<file path="src/rtl/alu_acc_stage.sv">
// Two-stage signed add / saturating-accumulate stage that sits after the multiply stage.
// Stage 1 registers the exact sum of both products. Stage 2 resolves the op against the accumulator.
module alu_acc_stage #(
  parameter int BUS_WIDTH = 8
) (
  input  logic                 clk,
  input  logic                 rst,
  input  logic                 in_valid,
  input  logic [1:0]           op,
  input  logic [BUS_WIDTH-1:0] mult_a,
  input  logic [BUS_WIDTH-1:0] mult_b,
  input  logic                 ovf_clr,
  output logic [BUS_WIDTH-1:0] result,
  output logic                 result_valid,
  output logic [BUS_WIDTH-1:0] acc,
  output logic                 ovf
);

  typedef enum logic [1:0] {
    OP_ADD  = 2'b00,
    OP_ACC  = 2'b01,
    OP_CLR  = 2'b10,
    OP_READ = 2'b11
  } op_t;

  localparam int WW = BUS_WIDTH + 2;
  localparam logic signed [WW-1:0] SAT_MAX = {3'b000, {(BUS_WIDTH-1){1'b1}}};
  localparam logic signed [WW-1:0] SAT_MIN = {3'b111, {(BUS_WIDTH-1){1'b0}}};

  // Both ADD sums and ACC sums are widened to WW bits, so one clamp handles both cases.
  function automatic logic [BUS_WIDTH-1:0] sat(input logic signed [WW-1:0] x);
    if (x > SAT_MAX)      sat = SAT_MAX[BUS_WIDTH-1:0];
    else if (x < SAT_MIN) sat = SAT_MIN[BUS_WIDTH-1:0];
    else                  sat = x[BUS_WIDTH-1:0];
  endfunction

  function automatic logic clamps(input logic signed [WW-1:0] x);
    clamps = (x > SAT_MAX) || (x < SAT_MIN);
  endfunction

  logic                 s1_valid;
  logic [BUS_WIDTH:0]   s1_sum;
  op_t                  s1_op;
  logic [BUS_WIDTH:0]   sum_in;

  logic signed [WW-1:0] sum_wide;
  logic signed [WW-1:0] acc_wide;
  logic [BUS_WIDTH-1:0] result_nxt;
  logic [BUS_WIDTH-1:0] acc_nxt;
  logic                 sat_event;
  logic                 ovf_nxt;

  assign sum_in = {mult_a[BUS_WIDTH-1], mult_a} + {mult_b[BUS_WIDTH-1], mult_b};

  always_comb begin
    // NOTE: every comb output gets a default first so no path can infer a latch.
    result_nxt = result;
    acc_nxt    = acc;
    sat_event  = 1'b0;
    sum_wide   = {s1_sum[BUS_WIDTH], s1_sum};
    acc_wide   = {{2{acc[BUS_WIDTH-1]}}, acc} + {s1_sum[BUS_WIDTH], s1_sum};
    if (s1_valid) begin
      unique case (s1_op)
        OP_ADD: begin
          result_nxt = sat(sum_wide);
          sat_event  = clamps(sum_wide);
        end
        OP_ACC: begin
          acc_nxt    = sat(acc_wide);
          result_nxt = sat(acc_wide);
          sat_event  = clamps(acc_wide);
        end
        OP_CLR: begin
          acc_nxt    = '0;
          result_nxt = '0;
        end
        OP_READ: result_nxt = acc;
        default: ;
      endcase
    end
    // A saturation event on the same edge beats ovf_clr.
    ovf_nxt = sat_event | (ovf & ~ovf_clr);
  end

  // NOTE: state uses non-blocking assignments so every register samples pre-edge values.
  always_ff @(posedge clk) begin
    // NOTE: reset here is synchronous and also flushes both valid bits, which drops in-flight work.
    if (rst) begin
      s1_valid     <= 1'b0;
      s1_sum       <= '0;
      s1_op        <= OP_ADD;
      result       <= '0;
      result_valid <= 1'b0;
      acc          <= '0;
      ovf          <= 1'b0;
    end else begin
      s1_valid <= in_valid;
      if (in_valid) begin
        s1_sum <= sum_in;
        s1_op  <= op_t'(op);
      end
      result_valid <= s1_valid;
      result       <= result_nxt;
      acc          <= acc_nxt;
      ovf          <= ovf_nxt;
    end
  end

endmodule

</file>
<file path="config.mk">
export PLATFORM = sky130hd
export DESIGN_NAME = alu_acc_stage
export DESIGN_NICKNAME = d
export VERILOG_FILES = /design/src/rtl/alu_acc_stage.sv
export SDC_FILE = /design/constraint.sdc
export NUM_CORES = 1
export LEC_CHECK = 0
export BUFFER_PORTS_ARGS = -buffer_cell sky130_fd_sc_hd__buf_2
export CELL_PAD_IN_SITES_DETAIL_PLACEMENT = 0
export CELL_PAD_IN_SITES_GLOBAL_PLACEMENT = 2
export CORE_MARGIN = 2
export CORE_UTILIZATION = 36
export DETAILED_ROUTE_END_ITERATION = 7
export GPL_TIMING_DRIVEN = 1
export PLACE_DENSITY_LB_ADDON = 0.1
export SYNTH_ARGS = -nofsm -noshare
export SYNTH_HDL_FRONTEND = slang
export SYNTH_SLANG_ARGS = --single-unit
</file>
<file path="constraint.sdc">
create_clock -name clk -period 3.5 [get_ports clk]
set_input_delay 0 -clock clk [delete_from_list [all_inputs] [get_ports clk]]
set_output_delay 0 -clock clk [all_outputs]
set_load 0.02 [all_outputs]
</file>
; ---- Word-level counts from Yosys, hierarchy flattened
; Index checks and enable logic that the tools add are counted.
[totals]
input_bits = 22
reg_bits = 30
wordCells = 32
[classes]
n_mux = 8
order_cmp = 4
bitwise_logic = 3
n_reduce_logical = 5
add_sub_neg = 2
n_eq_ne = 3
[op_table]
columns = cell, n
row1 = two-way mux 8 bit, 4
row2 = case mux 8 bit (4 select lines), 1
row3 = case mux 8 bit (2 select lines), 1
row4 = adder 8 x 9 -> 10 bit, 1
row5 = "> comparator 10 x 8 -> 1 bit, second input constant", 1
row6 = "less-than comparator 10 x 8 -> 1 bit, second input constant", 1
row7 = adder 8 x 8 -> 9 bit, 1
row8 = "> comparator 9 x 8 -> 1 bit, second input constant", 1
row9 = "less-than comparator 9 x 8 -> 1 bit, second input constant", 1
row10 = "== test 2 bit, second input constant", 2
row11 = "== test 2 x 1 -> 1 bit, second input constant", 1
row12 = logical NOT 2 bit, 1
row13 = logical OR 1 bit, 2
row14 = case mux 1 bit (2 select lines), 1
row15 = AND reduction 2 bit, 1
row16 = nonzero test 2 bit, 1
row17 = bitwise AND 1 bit, 1
row18 = two-way mux 1 bit, 1
row19 = NOT 1 bit, 1
row20 = OR 1 bit, 1

; ---- Longest topological paths before layout
[logic_depth]
ltp_word = 6
ltp_mapped = 9
mapped_depth_nobuf = 9

; ---- Worst setup path before layout
; No wires, ideal clock.
[synth_path]
path_type = flip-flop to flip-flop
startpoint = register acc[1]
endpoint = register acc[5]
synth_period_minus_slack_ns = 2.337
required_ns = 3.368
stages_incl_launch_ff = 9
setup_slack_ns = 1.163
t_arrival_ns = 2.205
setup_ns = 0.132
n_path_buf = 1
cell_sequence = dfxtp_1 > ha_1 > a211o_4 > a211o_1 > a211o_1 > buf_6 > o21a_1 > nor2_2 > o41ai_2
[synth_via]
elab_chain_cells = 5
[synth_rtl]
columns = element, line
row1 = "start, declared", 15  ; output logic [BUS_WIDTH-1:0] acc,
row2 = "start signal, assigned", 104  ; acc <= acc_nxt;
row3 = adder 8 x 9 -> 10 bit (*), 61  ; acc_wide = {{2{acc[BUS_WIDTH-1]}}, acc} + {s1_sum[BUS_WIDTH], s1_sum};
row4 = less-than comparator 10 x 8 -> 1 bit, 33  ; else if (x < SAT_MIN) sat = SAT_MIN[BUS_WIDTH-1:0];
row5 = two-way mux 8 bit, 33
row6 = two-way mux 8 bit (*), 32  ; if (x > SAT_MAX) sat = SAT_MAX[BUS_WIDTH-1:0];
row7 = case mux 8 bit (2 select lines) (*), 63  ; unique case (s1_op)
; Mark *: on every way between the ends. The rest lies on a longest branch, timed or not.
; A chain may end at the register's enable or synchronous reset.

; ---- Final worst setup path
[layout_path]
startpoint = register acc[4]
endpoint = register acc[5]
; Same word-level chain as after synthesis.

==> metrics.txt <==
type of origin of the critical path register; die area ~7700 sq um; First-pass DRT Iterations 5; post-DR vias/cell 5.74; number of DRC markers in iteration 0 roughly 120; WP data required 3.69 ns; post-synthesis cell count roughly 310; Final Max Tran Viols 0; share of cells above drive strength 1 0.182; Final period util 0.780; YS warnings 0; largest net degree at the start of global routing 36; final setup margin roughly 0.77 ns; leakage power about 0.0012 uW; Synth Cell Area approximately 2500 sq um; crit path from acc[4]; Layout Cells excl Fill between 400 and 500; Avg WL per Cell between 15 and 20 um; Hold Crit Endpoint ovf; CTS H-tree lvls 2; Post-synth top cells dfxtp_1, nor2_1, nand2_1; CTS tree built; Peak supply drop 141 uV; hold violation count in the final report 0; routability cong. around 0.85; Vert. Die Dim ~87 um; Hold/Removal Path Class in -> reg; area share of the largest cell type after synthesis 0.239; most common cell in the netlist dfxtp_1; Detailed Place HPWL roughly 5.4 mm; worst reg-to-reg setup slack 0.77 ns; RR Endpoint acc[5]; kind of critical path reg -> reg; syn nets 359; synth unique cells 62; Top FF cell, synth dfxtp_1; Place WS about 0.80 ns; largest cells by area after synthesis dfxtp_1, ha_1, a21oi_1; Max-Cap Viols 0; Reg clk slew, reported paths about 0.08 ns; P&R area growth vs syn 12.9%; worst hold path stage count 4; port bufs 39; Initial Utilization 0.371; first-pass GRT wire length 12.0 mm; post-CTS sizing 0; Critical Path, Cell by Cell ha_1, inv_1, o32ai_1, a211o_1, o21a_1, nor2_2, o41ai_2; # IOs 40; TritonCTS buffer count 5; startpoint of the lowest-slack hold path ovf_clr; max_slew headroom 0.516; post-route ant nets 0; via count between 2000 and 2500; Worst Clk Skew between 0.009 and 0.01 ns; detailed-route DRC error count 0; die width a little under 90 um; register area share after synthesis 0.239; core area 6760 sq um; Final Util 0.419; Post-synth ARST share 0; GRT overflow 0; fin nets 392; Avg Inst Size Synth between 7 and 8 sq um; Antenna Cells 0; Least-Margin Pin Slew between 0.7 and 0.8 ns; initial antenna violation count 0; largest area contributor in the netlist dfxtp_1; reg2reg start acc[4]; minimum clock period between 2 and 3 ns; crit end category register; Clock Path Buffers 2; CTS Root Cell clkbuf_8; Pwr Density approximately 370 nW/um^2; placed cell count 418; wirelength, routed roughly 7.6 mm; GRT Total Usage 0.207; status finished clean; Crit-path slowest cell a211o_1; clk sinks 30; Final TNS setup 0 ns; number of enable flip-flop cells after synthesis 0; Layout fillers 718; Final setup viols 0; clk_lat worst skew approximately 0.29 ns; Worst EP arrival between 2 and 3 ns; CP peak stage delay between 0.6 and 0.7 ns; f_max between 0.3 and 0.4 GHz; number of global-route vias before repair 2209; CP Max Fanout 21; flops & latches, synth 30; Rows 30; unrepaired setup endpoints after global routing no; Worst Reg2Reg Path Length in Cells 7
repair_timing:
item,CTS,global route
hold buffers,2,0
buffers inserted,0,0
hold endpoints to repair,2,0
cell type report:
cell class	count	area, sq um	area share
Clock buffer	5	68.8	0.0243
Sequential cell	30	601	0.212
Multi-Input combinational cell	250	1760	0.621
Tap cell	80	100	0.0353
Timing Repair Buffer	43	230	0.0813
Inverter	17	63.8	0.0225
Clock inverter	2	10.0	0.00353
metal layers:
layer / track usage / vias up / part of all wire / routed length (um)
met5: 0 / - / 0 / 0
met3: 0.0322 / 12 / 0.044 / 331
met1: 0.305 / 1134 / 0.51 / 3910
li1: - / 1231 / - / -
met4: 0.0657 / 0 / 0.017 / 129
met2: 0.307 / 74 / 0.43 / 3240
stage by stage:
step | cell area [sq um] | total power, uW | hold WS (ns)
floorplan | 2510 | 669 | 0.148
global placement | 2730 | 766 | 0.236
detailed placement | 2730 | 764 | 0.241
CTS | 2830 | 1040 | 0.0534
global route | 2830 | 1100 | 0.0601
finish | 2830 | 1040 | 0.0605
layout by cell type, fill, tap and decap left out, types with 3 or more instances in the layout:
cell type	instances
o211ai_1	9
a21o_1	5
o21ai_0	11
or2_2	4
nand2_1	26
ha_1	21
nor2_1	27
a21oi_1	25
xnor2_1	3
clkbuf_8	5
buf_2	39
nor3b_1	6
a211o_1	5
o21ai_1	4
a31oi_1	11
nand2b_1	5
nor2b_1	5
xor2_1	3
a22oi_1	4
nand3_1	17
inv_1	17
dfxtp_1	30
mux2i_1	7
o32ai_1	3
a311oi_1	3
flip-flops by register name, summed over array words and instances, names as in the netlist:
| register | count |
|---|---|
| s1_sum | 9 |
| s1_op | 2 |
| acc | 8 |
| s1_valid | 1 |
| result_valid | 1 |
| ovf | 1 |
| result | 8 |
kinds of logic after synthesis:
group / share of synthesized area
AOI/OAI and AO/OA: 0.322
muxes: 0.0324
DFF: 0.239
buffers and inverters: 0.0593
and+or+nand+nor: 0.201
adders and majority gates: 0.125
xor gates and xnor gates: 0.0210
power breakdown:
group / internal, uW / total, uW / switching, uW
Clock: 133 / 276 / 143
Sequential: 366 / 389 / 23.2
Combinational: 138 / 372 / 233
how the worst max path moves through the flow:
stage / end / slack, ns / cells past startpoint
6_report: acc[5] / 0.77 / 7
5_1_grt: acc[5] / 0.64 / 7
4_1_cts: acc[5] / 0.80 / 7
3_5_place_dp: acc[5] / 0.80 / 7
3_3_place_gp: acc[5] / 0.91 / 7
2_1_floorplan: acc[5] / 1.16 / 8
worst max-delay path, delay by kind of cell (launching register included):
family | cells | cell delay [ns]
compound gates | 4 | 1.58
buf+inv | 1 | 0.12
simple gates | 1 | 0.05
flops | 1 | 0.41
fa+ha+maj | 1 | 0.47
Power figures use the tool's default switching activity.
